**src/rtl/alu_seq_ctrl.sv**
```systemverilog
// Clock-synchronous operand-capture sequencer for the 4-bit ALU datapath.
// Debounces GO, captures A then B on successive presses, and registers the ALU outputs.
module alu_seq_ctrl #(
  parameter int unsigned WIDTH     = 4,
  parameter int unsigned OPW       = 3,
  parameter int unsigned DB_CYCLES = 4
) (
  input  logic             clk,
  input  logic             reset,
  input  logic             go,
  input  logic [WIDTH-1:0] data,
  input  logic [OPW-1:0]   opcode,
  input  logic [WIDTH-1:0] alu_result,
  input  logic             alu_cout,
  input  logic             alu_borrow,
  output logic [WIDTH-1:0] alu_a,
  output logic [WIDTH-1:0] alu_b,
  output logic [OPW-1:0]   alu_op,
  output logic [WIDTH-1:0] result,
  output logic             cout,
  output logic             borrow,
  output logic             led_idle,
  output logic             led_wait,
  output logic             led_rdy,
  output logic             led_done
);

  localparam int unsigned CW = (DB_CYCLES < 2) ? 1 : $clog2(DB_CYCLES + 1);

  typedef enum logic [2:0] {
    S_IDLE   = 3'd0,
    S_A_HELD = 3'd1,
    S_WAIT_B = 3'd2,
    S_B_HELD = 3'd3,
    S_EXEC   = 3'd4,
    S_DONE   = 3'd5
  } state_t;

  state_t        r_state;
  state_t        w_state_nxt;
  logic          r_sync1;
  logic          r_sync2;
  logic          r_go_db;
  logic          r_go_db_q;
  logic [CW-1:0] r_db_cnt;
  logic          w_go_rise;
  logic          w_go_fall;
  logic          w_load_a;
  logic          w_load_b;
  logic          w_load_op;
  logic          w_load_res;

  // go_db flips on the edge that sees the DB_CYCLES-th consecutive differing sample
  always_ff @(posedge clk or posedge reset) begin
    if (reset) begin
      r_sync1   <= 1'b0;
      r_sync2   <= 1'b0;
      r_go_db   <= 1'b0;
      r_go_db_q <= 1'b0;
      r_db_cnt  <= '0;
    end else begin
      r_sync1   <= go;
      r_sync2   <= r_sync1;
      r_go_db_q <= r_go_db;
      if (r_sync2 != r_go_db) begin
        if (r_db_cnt == CW'(DB_CYCLES - 1)) begin
          r_go_db  <= r_sync2;
          r_db_cnt <= '0;
        end else begin
          r_db_cnt <= r_db_cnt + 1'b1;
        end
      end else begin
        r_db_cnt <= '0;
      end
    end
  end

  assign w_go_rise = r_go_db & ~r_go_db_q;
  assign w_go_fall = ~r_go_db & r_go_db_q;

  always_comb begin
    w_state_nxt = r_state;
    w_load_a    = 1'b0;
    w_load_b    = 1'b0;
    w_load_op   = 1'b0;
    w_load_res  = 1'b0;
    case (r_state)
      S_IDLE, S_DONE: begin
        if (w_go_rise) begin
          w_load_a    = 1'b1;
          w_state_nxt = S_A_HELD;
        end
      end
      S_A_HELD: begin
        if (w_go_fall) w_state_nxt = S_WAIT_B;
      end
      S_WAIT_B: begin
        if (w_go_rise) begin
          w_load_b    = 1'b1;
          w_state_nxt = S_B_HELD;
        end
      end
      S_B_HELD: begin
        if (w_go_fall) begin
          w_load_op   = 1'b1;
          w_state_nxt = S_EXEC;
        end
      end
      S_EXEC: begin
        w_load_res  = 1'b1;
        w_state_nxt = S_DONE;
      end
      default: w_state_nxt = S_IDLE;
    endcase
  end

  always_ff @(posedge clk or posedge reset) begin
    if (reset) begin
      r_state <= S_IDLE;
      alu_a   <= '0;
      alu_b   <= '0;
      alu_op  <= '0;
      result  <= '0;
      cout    <= 1'b0;
      borrow  <= 1'b0;
    end else begin
      r_state <= w_state_nxt;
      if (w_load_a)  alu_a  <= data;
      if (w_load_b)  alu_b  <= data;
      if (w_load_op) alu_op <= opcode;
      if (w_load_res) begin
        result <= alu_result;
        cout   <= alu_cout;
        borrow <= alu_borrow;
      end
    end
  end

  always_comb begin
    led_idle = 1'b0;
    led_wait = 1'b0;
    led_rdy  = 1'b0;
    led_done = 1'b0;
    case (r_state)
      S_A_HELD, S_WAIT_B, S_B_HELD: led_wait = 1'b1;
      S_EXEC:                       led_rdy  = 1'b1;
      S_DONE:                       led_done = 1'b1;
      default:                      led_idle = 1'b1;
    endcase
  end

endmodule

```
**config.mk**
```make
export PLATFORM = sky130hd
export DESIGN_NAME = alu_seq_ctrl
export DESIGN_NICKNAME = d
export VERILOG_FILES = /design/src/rtl/alu_seq_ctrl.sv
export SDC_FILE = /design/constraint.sdc
export NUM_CORES = 1
export LEC_CHECK = 0
export ABC_AREA = 1
export CORE_UTILIZATION = 45
export DETAILED_ROUTE_END_ITERATION = 6
export GPL_TIMING_DRIVEN = 0
export PLACE_DENSITY = 0.88
export REMOVE_ABC_BUFFERS = 1
export SLEW_MARGIN = 20
export SYNTH_ARGS = -nofsm -noshare
export SYNTH_HDL_FRONTEND = slang
export SYNTH_SLANG_ARGS = --single-unit
export TNS_END_PERCENT = 10
```
**constraint.sdc**
```tcl
create_clock -name clk -period 1.6 [get_ports clk]
set_clock_uncertainty 0.05 [all_clocks]
set_input_delay 0.4 -clock clk [delete_from_list [all_inputs] [get_ports clk]]
set_output_delay 0.4 -clock clk [all_outputs]
set_load 0.02 [all_outputs]
```
# Yosys cells after proc, flatten, opt, wreduce, memory -nomap -nowiden
# Cells that the tools add are included.
# W data, S select, Z words.
# op_classes
n_addsub,1
n_mul,0
n_div,0
order_cmp,0
eq_ne,11
shifts,0
n_mux,16
bitwise_logic,4
reduce_logical,6
# ops
cell,count
$mux W3,6
$pmux W3 S5,1
$eq A3 B2 Y1 const B,3
$mux W1,9
$ne A2 B2 Y1 const B,4
$eq A3 B3 Y1 const B,2
$reduce_or A5 Y1,1
$reduce_and A4 Y1,1
$add A3 B1 Y3 const B,1
$eq A3 B1 Y1 const B,1
$logic_not A3 Y1,1
$reduce_or A3 Y1,1
$and A1 B1 Y1,2
$not A1 Y1,2
$reduce_and A2 Y1,1
$reduce_or A2 Y1,1
$ne A1 B1 Y1,1
# totals
regBits,27
latch_bits,0
ramBits,0
mem_bits_ro,0
in_bits,16
out_inout_bits,21
wordCells,50
mem_count,0

# Longest topological paths before layout
# depth
ltp_word,4
ltp_mapped,7
depth_no_buf,7

# Worst setup path before layout
# OpenSTA, ideal clock, no wires.
# synth_path
path_kind,reg-to-output
start,register r_state[1]
end,output led_rdy
arrival_ps,889
required_time_ps,1150
path_slack_ps,261
path_stages_with_launch,4
path_buffers,0
path_cell_list,dfrtp_1 -> nor2_1 -> nand2_2 -> inv_2
# synth_between
elab_chain_cells,2
# synth_lines
element,line_no,rtl
"start, declared",39,state_t r_state;
"start signal, assigned",127,r_state <= w_state_nxt;
$eq A3 B3 Y1,144,case (r_state)
$mux W1,144,
"end, declared",24,"output logic led_rdy,"
# No other way between the ends.

# Final worst setup path
# Same ends and word-level chain as after synthesis.

==> run_results.csv <==
group,metric,value,unit
outcome,status,"finished, violations left",
outcome,violations,"negative setup slack",
job,cap_viol_max_count,0,
clocking,clk_pin_slew,0.13,ns
synth,yosys.cell_types.count,19,
timing,period_needed,1.68,ns
route,drt_drc_violations_left,0,
timing,finalSetupViolCount,4,
critical_path,crit_family,"flip-flops",
floorplanning,io_pins,37,
critical_path,cp_slowest_stage_delay,0.47,ns
floorplanning,start_util,49.9,%
global_routing,grtUsageTotal,19.2,%
placed_design,hpwl,1700,um
critical_path,path_class,"reg2out",
clocking,cts_tree,"built",
cells_and_area,final_nets,191,
synth,synth_top_family_by_area,"simple AND/OR/NAND/NOR gates",
clocking,cts_buffers,3,
synth,synth_compound_area_share,6.00,%
synth,syn_inst,127,
cells_and_area,nFillCells,191,
synth,synthSimpleGateAreaFrac,27.0,%
timing,timing_worst_slew_pin_value,0.903,ns
timing,relSlewSlack,39.5,%
critical_path,startpoint_type,"flip-flop",
global_routing,grt.overflow.total,0,
placed_design,numPortBuffers,36,
worst_hold_path,hp-class,"reg2reg",
critical_path,crit_path_cell_trace,"nor2_4 > nand2_4 > clkinv_4 > buf_6",
route,wl_met3,138,um
critical_path,arrival,1.23,ns
synth,syn-cell-area,0.00115,mm^2
timing,fin_crit_sh,105,%
clocking,htree_num_levels,1,
synth,ys_seq_elements,27,
critical_path,required,1.15,ns
clocking,clock-root-buffer,"clkbuf_4",
clocking,ctsLongestPathBuffers,2,
route,num_vias,996,
pwr,ir_drop,1.09,mV
cells_and_area,stdcell_count,201,
global_routing,grt_max_degree,28,
floorplanning,fp.dieH,52.5,um
global_routing,grt_first_pass_wirelength,3760,um
floorplanning,rows,17,
synth,muxShareOfSynthArea,0,%
route,routed_wl,2280,um
synth,yosysSeqAreaShare,59.0,%
route,drtIter0Drc,14,
timing,final_hold_viol_count,0,
floorplanning,die_w,52.5,um
cells_and_area,area_growth,41.4,%
route,wl_met2,1170,um
placed_design,place_area,0.00154,mm^2
floorplanning,core,0.00230,mm^2
placed_design,globalplace.congestion,0.787,
route,met1_length,925,um
timing,fmax,596,MHz
route,dr.pass1.iters,4,
route,avgRoutedWirePerCell,11.3,um
pwr,powerDensity,1900,mW/mm^2
clocking,clock_sinks,27,
global_routing,antenna_found_initial,0,
synth,ys.warnings.count,0,
route,topRoutingLayerUsed,"met4",
synth,synth-adder-area-share,1.09,%
global_routing,grt_pass1_vias,889,
cells_and_area,drive_gt1_share,20.8,%
timing,drv_slew,0,
cells_and_area,design_area,0.00162,mm^2
critical_path,crit_fanout,5,
route,final_antenna_net_count,0,
cells_and_area,antenna_cells,0,
critical_path,endpoint_kind,"output pin",
route,avgViaCountPerCell,4.96,
critical_path,crit_slowest_cell,"dfrtp_2",
synth,synth_xor_area_share,0.764,%
critical_path,crit_buf_inv,2,
floorplanning,dieArea,0.00275,mm^2
synth,syn_avg_cell_area,9.02,um^2
placed_design,dp.cells,191,
timing,rsz0062_at_grt,"yes",
timing,worst_slack,-0.0789,ns
pwr,p_leak,0.860,nW
clocking,clock_latency,0.32,ns
cell usage after synthesis, drive strengths merged:
master / n / area, um^2
a21oi: 1 / 5.00
dfrtp: 27 / 676
ha: 1 / 12.5
inv: 19 / 71.3
nand2: 49 / 194
nand3: 4 / 35.0
nand4: 4 / 31.3
nor2: 7 / 36.3
nor3: 1 / 5.00
nor3b: 1 / 7.51
o21ai: 12 / 63.8
xnor2: 1 / 8.76
metal layers:
layer  global-route usage (%)  vias to the layer above
met5                        0                        -
met4                     10.5                        0
met3                     1.74                        5
met2                     34.0                       38
met1                     22.6                      467
li1                         -                      486
stage by stage:
| step | total power (W) | hold WS, ns | TNS, ns | setup slack, ns | utilization, % |
|---|---|---|---|---|---|
| finish | 0.00307 | 0.316 | -0.214 | -0.0789 | 70.5 |
| global route | 0.00331 | 0.335 | -0.418 | -0.133 | 70.5 |
| CTS | 0.00302 | 0.320 | -0.329 | -0.134 | 68.3 |
| detailed placement | 0.00285 | 0.289 | -2.66 | -0.432 | 67.1 |
| global placement | 0.00278 | 0.287 | -2.37 | -0.420 | 67.1 |
| floorplan | 0.00215 | 0.281 | 0 | 0.261 | - |
state kept, by name (all words and copies together), names as in the netlist:
name / flops
r_sync2: 1
cout: 1
r_db_cnt: 3
r_go_db_q: 1
r_sync1: 1
alu_op: 3
r_state: 3
borrow: 1
alu_a: 4
result: 4
r_go_db: 1
alu_b: 4
worst paths after layout:
path	start	to	slack, ns	cells past startpoint
min in group asynchronous	reset	borrow$_DFFE_PP0P_	0.40	2
max in group asynchronous	reset	r_state[0]$_DFFE_PP0P_	0.65	2
min reg2reg	r_sync1$_DFF_PP0_	r_sync2$_DFF_PP0_	0.32	0
max	r_state[1]$_DFFE_PP0P_	led_rdy	-0.08	4
max reg2reg	r_state[1]$_DFFE_PP0P_	alu_a[0]$_DFFE_PP0P_	0.29	7
min	r_sync1$_DFF_PP0_	r_sync2$_DFF_PP0_	0.32	0
cells by family (layout without fill, tap and decap cells):
family                   Yosys count  after routing
buffers and inverters             19             65
adder cells (fa/ha/maj)            1              1
XOR/XNOR                           1              1
AO/OA/AOI/OAI                     13             13
AND/OR/NAND/NOR                   66             66
flip-flops                        27             27
final cells by class:
| cell class | instances | area (um^2) | share of cell area, % |
|---|---|---|---|
| multi-input cells | 81 | 424 | 26.2 |
| repair buffers | 42 | 379 | 23.4 |
| clock buffers | 4 | 26.3 | 1.62 |
| flip-flops and latches | 27 | 679 | 41.9 |
| inverters | 19 | 76.3 | 4.71 |
| well taps | 28 | 35.0 | 2.16 |
placed cells by master, fill, tap and decap left out, types with 2 or more instances in the layout:
| cell | instances |
|---|---|
| nand2_1 | 43 |
| buf_6 | 2 |
| dfrtp_1 | 24 |
| nand2_2 | 5 |
| nand4_1 | 3 |
| dlygate4sd2_1 | 17 |
| nor2_1 | 4 |
| clkdlybuf4s50_1 | 15 |
| dfrtp_2 | 3 |
| inv_2 | 5 |
| nor2_4 | 2 |
| buf_4 | 7 |
| o21ai_1 | 11 |
| inv_1 | 12 |
| clkbuf_4 | 3 |
| nand3_2 | 2 |
power breakdown:
part           total, W  leakage, nW  internal [W]  switching [W]
logic           0.00161        0.521      0.000642       0.000965
clock network  0.000286       0.0150     0.0000978       0.000189
registers       0.00118        0.325      0.000983       0.000199
total           0.00307        0.860       0.00172        0.00135
timing repair:
item	4_1_cts	5_1_grt
setup buffers	2	4
pin swaps	0	2
resized for setup	43	8
cloned	0	0
setup endpoints to repair	21	4
hold buffers	0	0
Power figures use the tool's default switching activity.
